File: src/rtl/irq_ctrl.sv
// irq_ctrl: memory-mapped interrupt controller.
// Rising edges on peripheral IRQ lines are latched into PEND and masked by ENA.
// The lowest-numbered pending and enabled source is requested to the core.
// Once the core takes the request, a one-cycle ack/ID pair is broadcast so the
// peripheral can drop its line. The controller then stays in service until
// software writes a matching End-Of-Interrupt.
//
// Bus handshake: a write is a single-cycle strobe (write_i) qualified per byte
// by data_be_i. There is no ready/stall; every write is accepted in the cycle it
// is presented. Reads are combinational from addr_i.
// Core handshake: cpu_irq_o acts as valid and cpu_irq_take_i acts as ready.
// The request is consumed on the clock edge where both are high. The request
// may be withdrawn without a take if its source is disabled or unpended.
module irq_ctrl #(
    parameter int NUM_IRQ = 32
) (
    input  logic               clk_i,
    input  logic               rst_ni,
    input  logic               write_i,
    input  logic [3:0]         data_be_i,
    input  logic [4:0]         addr_i,
    input  logic [31:0]        wdata_i,
    output logic [31:0]        rdata_o,
    input  logic [NUM_IRQ-1:0] irq_src_i,
    output logic               cpu_irq_o,
    output logic [4:0]         cpu_irq_id_o,
    input  logic               cpu_irq_take_i,
    output logic               irq_ack_o,
    output logic [4:0]         irq_id_o
);

    // Only the low NUM_IRQ bits of any register exist.
    localparam logic [31:0] VALID_MASK =
        (NUM_IRQ >= 32) ? 32'hFFFF_FFFF : ((32'd1 << NUM_IRQ) - 32'd1);

    localparam logic [2:0] A_PEND   = 3'd0;
    localparam logic [2:0] A_ENA    = 3'd1;
    localparam logic [2:0] A_SWI    = 3'd2;
    localparam logic [2:0] A_INSERV = 3'd3;
    localparam logic [2:0] A_EOI    = 3'd4;

    typedef enum logic [1:0] {
        IDLE = 2'd0,
        REQ  = 2'd1,
        ACK  = 2'd2,
        SERV = 2'd3
    } state_t;

    state_t      state;
    logic [4:0]  cur_id;
    logic [31:0] pend_q;
    logic [31:0] ena_q;
    logic [31:0] src_q;
    logic [31:0] src_ext;
    logic [31:0] be_mask;
    logic [31:0] swi_set;
    logic [31:0] pend_d;
    logic        ena_wr;
    logic        swi_wr;
    logic        eoi_wr;
    logic        cand_valid;
    logic [4:0]  cand_id;
    logic        unused_addr_bits;

    assign unused_addr_bits = ^addr_i[1:0];

    // Widen the source vector to the 32-bit register layout.
    always_comb begin
        src_ext = '0;
        for (int i = 0; i < NUM_IRQ; i++) begin
            src_ext[i] = irq_src_i[i];
        end
    end

    // Bus write decode and byte-enable expansion.
    always_comb begin
        be_mask = {{8{data_be_i[3]}}, {8{data_be_i[2]}},
                   {8{data_be_i[1]}}, {8{data_be_i[0]}}};
        ena_wr  = write_i && (addr_i[4:2] == A_ENA);
        swi_wr  = write_i && (addr_i[4:2] == A_SWI);
        eoi_wr  = write_i && (addr_i[4:2] == A_EOI) && data_be_i[0];
        swi_set = swi_wr ? (wdata_i & be_mask) : 32'd0;
    end

    // Next PEND: ack clears the in-flight ID, new edges and SWI sets win over it.
    always_comb begin
        pend_d = pend_q;
        if (state == ACK) begin
            pend_d[cur_id] = 1'b0;
        end
        pend_d = (pend_d | (src_ext & ~src_q) | swi_set) & VALID_MASK;
    end

    // Fixed priority: lowest index among pending and enabled sources.
    always_comb begin
        cand_valid = 1'b0;
        cand_id    = 5'd0;
        for (int i = NUM_IRQ - 1; i >= 0; i--) begin
            if (pend_q[i] && ena_q[i]) begin
                cand_valid = 1'b1;
                cand_id    = 5'(i);
            end
        end
    end

    // Edge-detect history, pending bits and enable mask.
    always_ff @(posedge clk_i) begin
        if (!rst_ni) begin
            src_q  <= '0;
            pend_q <= '0;
            ena_q  <= '0;
        end else begin
            src_q  <= src_ext;
            pend_q <= pend_d;
            if (ena_wr) begin
                ena_q <= ((ena_q & ~be_mask) | (wdata_i & be_mask)) & VALID_MASK;
            end
        end
    end

    // Request/ack/service sequencer with registered core and peripheral outputs.
    always_ff @(posedge clk_i) begin
        if (!rst_ni) begin
            state        <= IDLE;
            cur_id       <= '0;
            cpu_irq_o    <= 1'b0;
            cpu_irq_id_o <= '0;
            irq_ack_o    <= 1'b0;
            irq_id_o     <= '0;
        end else begin
            irq_ack_o <= 1'b0;
            irq_id_o  <= '0;
            unique case (state)
                IDLE: begin
                    if (cand_valid) begin
                        cur_id       <= cand_id;
                        cpu_irq_o    <= 1'b1;
                        cpu_irq_id_o <= cand_id;
                        state        <= REQ;
                    end
                end
                REQ: begin
                    if (cpu_irq_take_i) begin
                        cpu_irq_o    <= 1'b0;
                        cpu_irq_id_o <= '0;
                        irq_ack_o    <= 1'b1;
                        irq_id_o     <= cur_id;
                        state        <= ACK;
                    end else if (!ena_q[cur_id] || !pend_q[cur_id]) begin
                        cpu_irq_o    <= 1'b0;
                        cpu_irq_id_o <= '0;
                        state        <= IDLE;
                    end
                end
                ACK: begin
                    state <= SERV;
                end
                SERV: begin
                    if (eoi_wr && (wdata_i[4:0] == cur_id)) begin
                        state <= IDLE;
                    end
                end
                default: begin
                    state <= IDLE;
                end
            endcase
        end
    end

    // Register read mux; write-only and unmapped offsets read as zero.
    always_comb begin
        rdata_o = 32'd0;
        unique case (addr_i[4:2])
            A_PEND:   rdata_o = pend_q;
            A_ENA:    rdata_o = ena_q;
            A_INSERV: rdata_o = {22'd0, cpu_irq_o, (state == SERV), 3'd0, cur_id};
            default:  rdata_o = 32'd0;
        endcase
    end

endmodule

File: config.mk
export PLATFORM = sky130hd
export DESIGN_NAME = irq_ctrl
export DESIGN_NICKNAME = d
export VERILOG_FILES = /design/src/rtl/irq_ctrl.sv
export SDC_FILE = /design/constraint.sdc
export NUM_CORES = 1
export LEC_CHECK = 0
export BUFFER_PORTS_ARGS = -buffer_cell sky130_fd_sc_hd__clkbuf_2
export CAP_MARGIN = 20
export CELL_PAD_IN_SITES_DETAIL_PLACEMENT = 0
export CELL_PAD_IN_SITES_GLOBAL_PLACEMENT = 1
export CORE_ASPECT_RATIO = 1.4
export CORE_MARGIN = 3
export CORE_UTILIZATION = 37
export CTS_CLUSTER_SIZE = 40
export DETAILED_ROUTE_END_ITERATION = 10
export MAX_ROUTING_LAYER = met4
export PLACE_DENSITY = 0.78
export SLEW_MARGIN = 10
export SYNTH_ARGS = -nofsm -noshare
export SYNTH_HDL_FRONTEND = slang
export SYNTH_SLANG_ARGS = --single-unit
export TNS_END_PERCENT = 5
File: constraint.sdc
create_clock -name clk_i -period 1.81 [get_ports clk_i]
set_input_delay 0.2715 -clock clk_i [delete_from_list [all_inputs] [get_ports clk_i]]
set_output_delay 0.2715 -clock clk_i [all_outputs]
set_load 0.005 [all_outputs]
==> summary.txt <==
Outcome
  • Status: complete, but fails checks
  • Failing checks: setup timing

Place
  • Hpwl dp: approximately 16 mm
  • I/O Buffers: ~120
  • GPL Wtd Cong: 0.9706
  • Placed Area: 7717 um^2
  • Post-place setup slack: -0.2899 ns

Clock tree
  • Clock Path Buffers: 2
  • Total CTS buffers: 17
  • Clock root buffer: clkbuf_16
  • CTS Sinks: 115
  • Htree depth: 4
  • Clock Pin Slew Worst Setup and Hold Paths: ~0.060 ns
  • CTS tree: built
  • CTS Hold Bufs: 0
  • Clk_lat worst skew: 0.43 ns

Drt
  • Detailed Route Iter0 Violations: 337
  • DR WL/cell: roughly 19 um
  • Drc violations: 0
  • Antenna Nets Post-Route: 0
  • Vias per cell: 5.420
  • Drt total wl: 21.55 mm
  • Vias: 6114
  • DRT Pass-1 Iters: 5

Setup path
  • R2r endpoint: cpu_irq_o$_SDFFE_PN0P_
  • Worst r2r path cells: 7
  • Max FO, Critical Path: 7
  • Worst Path Required: roughly 2.1 ns
  • Critical path's largest stage delay: 0.48 ns
  • Slack of the worst reg-to-reg path: -0.18 ns
  • RR Startpoint: cur_id[1]$_SDFFE_PN0P_
  • Critical path endpoint category: register
  • Critical path launch point type: register
  • Critical-path top delay cell: mux4_2
  • Crit path to: cpu_irq_o$_SDFFE_PN0P_
  • CP arrival: between 2 and 2.5 ns
  • Cell breakdown of the critical path: buf_4 -> mux4_2 -> and2_4 -> nor4_4 -> o21ai_2 -> a31oi_4 -> o22ai_1
  • Critical path launch point: cur_id[1]$_SDFFE_PN0P_
  • Setup CP Type: register to register

Power and ir drop
  • Tot Pwr: 0.007069 W
  • Combinational Power Share: 13.2%
  • Sw power: 0.001864 W
  • Part of the power in registers: between 30% and 40%
  • VDD IR max: 0.7141 mV
  • Power per cell area: roughly 840 nW/um^2
  • Pleak: between 3 and 4 nW
  • Clock Power Share: 47.9%
  • Internal power: 0.005205 W
  • Switch share: between 20% and 30%

STA
  • Clock skew: 0.007928 ns
  • Hold WS: 0.04878 ns
  • Final setup viols: 11
  • Worst Tran Pin Value: 0.6315 ns
  • RSZ-0062 raised after global routing: true
  • Peak Freq: 503.2 MHz
  • Final setup margin: -0.1775 ns
  • Fin. max-slew vios: 0
  • Final hold violations: 0
  • Final min period: between 1.5 and 2 ns
  • Period utilisation layout: 109.8%
  • Slew headroom: 57.58%

Synthesis
  • Net Count, Synth: about 750
  • Post-Syn Area: 5894 um^2
  • Async S/R FF share, synth: 0%
  • Synthesized instance count: between 600 and 700
  • Ys flop type: dfxtp_1
  • Count of different cell masters after synthesis: 61
  • Avg Inst Size Synth: 8.745 um^2
  • Synthesis Warnings: 0
  • Post-synthesis sequential area ratio: 39.06%
  • Synth Register Bits: 115
  • Post-synth EDFFs: 0

Layout
  • Design area: 8447 um^2
  • Commonest non-fill, non-tap cells in the layout: 146 x buf_4, 118 x clkbuf_2, 104 x dfxtp_1
  • # diodes: 0
  • Layout cell share with drive strength beyond 1: 37.34%
  • Nets: 996
  • Most common cell after layout, fill and taps aside: buf_4
  • Filler cells: 1473
  • Layout area overhead: 43.30%

Floorplan
  • Core ar.: 15610 um^2
  • Die width: 112.7 um
  • Die height: 155.3 um
  • Initial Utilization: ~38%
  • Die ar.: 17500 um^2
  • Top-level I/O count: between 100 and 150
  • Placement row count: 54

Hold path
  • Hold Path Class: input port to register

Global routing
  • Overall Global Routing Usage: 25.30%
  • GRT Residual Overflow: 0
  • Vias in the first global route: 6203
  • Pin count of the biggest net entering global routing: 71
  • First-pass GRT wire length: 33.70 mm
  • Initial antenna violation count: 0

Flow run
  • Max Cap Viol: 0
-- kinds of logic (layout without fill, tap and decap cells) --
group	count (synthesis)	after routing	share of synthesized area, %
compound gates	211	211	24.14
buf+inv	50	308	3.524
simple gates	225	225	20.34
mux	68	68	12.21
xor+xnor	5	5	0.7429
flops	115	115	39.06
-- power groups by stage --
stage | Clock (W) | Combinational (W) | Sequential, W
finish | 0.00338 | 0.000932 | 0.00275
global route | 0.00354 | 0.00102 | 0.00276
CTS | 0.00343 | 0.000916 | 0.00275
detailed placement | 0 | 0.000906 | 0.00280
global placement | 0 | 0.000892 | 0.00280
floorplan | 0 | 0.000427 | 0.00279
-- cells in the mapped netlist (2+ instances only) --
library cell / n / area share [%]
buf_1: 3 / 0.19
nor4_1: 2 / 0.21
nand4_1: 3 / 0.32
clkbuf_1: 34 / 2.2
o32ai_1: 4 / 0.59
inv_1: 5 / 0.32
nor3_1: 7 / 0.59
dfxtp_1: 115 / 39
o21bai_1: 2 / 0.25
o211ai_1: 3 / 0.38
mux4_2: 3 / 1.1
or3_1: 3 / 0.32
a32o_1: 4 / 0.68
nand3b_1: 8 / 1.0
a22oi_1: 16 / 2.0
a211oi_1: 2 / 0.25
mux2i_1: 64 / 11
a31oi_1: 6 / 0.64
o22ai_1: 11 / 1.2
buf_2: 4 / 0.34
a22oi_2: 5 / 1.1
nor2_1: 53 / 3.4
nand2_1: 39 / 2.5
or3b_2: 3 / 0.45
a21oi_1: 73 / 6.2
nand3_1: 16 / 1.4
o21ai_0: 37 / 3.1
nand4_2: 2 / 0.42
nor2b_1: 32 / 3.4
nor4_2: 2 / 0.42
and2_1: 46 / 4.9
nand2b_1: 4 / 0.42
a22o_1: 29 / 4.3
buf_4: 2 / 0.25
xor2_1: 5 / 0.74
a21boi_0: 2 / 0.25
-- critical path: cells and delay by family, from the launching register on --
family                 cells  cell delay, ns
multiplexers               1            0.48
AO/OA/AOI/OAI              3            0.46
flip-flops                 1            0.40
AND/OR/NAND/NOR            2            0.36
buffers and inverters      1            0.14
-- per-layer routing --
metal / part of all wire, % / vias to the layer above / global-route usage (%)
li1: - / 2959 / -
met1: 43 / 2945 / 30.71
met2: 50 / 175 / 42.03
met3: 3.8 / 35 / 4.163
met4: 2.9 / 0 / 9.679
met5: 0 / - / -
-- stage by stage --
| step | std cells | setup TNS, ns | utilization [%] |
|---|---|---|---|
| after global routing | 1128 | -2.413 | 54.12 |
| after detailed placement | 1092 | -2.256 | 49.45 |
| after global placement | 1092 | -1.813 | 49.45 |
| after floorplan | 674 | -0.01250 | - |
| final | 1128 | -1.213 | 54.12 |
| after CTS | 1124 | -1.452 | 53.46 |
-- timing repair --
| action | CTS | global route |
|---|---|---|
| resized for setup | 11 | 17 |
| gates cloned | 0 | 1 |
| hold endpoints to repair | 0 | 0 |
| pin swaps | 4 | 3 |
| buffers inserted | 0 | 3 |
| endpoints found under the setup margin | 15 | 19 |
-- worst min-delay path by stage --
| stage | startpoint | depth (start not counted) | to |
|---|---|---|---|
| detailed placement | cpu_irq_id_o[3]$_SDFFE_PN0P_ | 2 | cpu_irq_id_o[3]$_SDFFE_PN0P_ |
| global route | irq_src_i[0] | 2 | src_q[0]$_SDFF_PN0_ |
| finish | irq_src_i[4] | 2 | src_q[4]$_SDFF_PN0_ |
| floorplan | irq_src_i[0] | 1 | src_q[0]$_SDFF_PN0_ |
| global placement | cpu_irq_id_o[3]$_SDFFE_PN0P_ | 2 | cpu_irq_id_o[3]$_SDFFE_PN0P_ |
| CTS | irq_src_i[21] | 2 | src_q[21]$_SDFF_PN0_ |
-- area by class of cell --
cell class	instances	area (um^2)	area share, %
multi-input combinational	509	3465	41.02
sequential	115	2323	27.51
timing repair buffer	270	1803	21.34
clock buffer	20	456.7	5.407
tap	196	245.2	2.903
clock inverter	12	131.4	1.555
inverter	6	22.52	0.2666
Note: power is estimated with default switching activity, not from simulation.
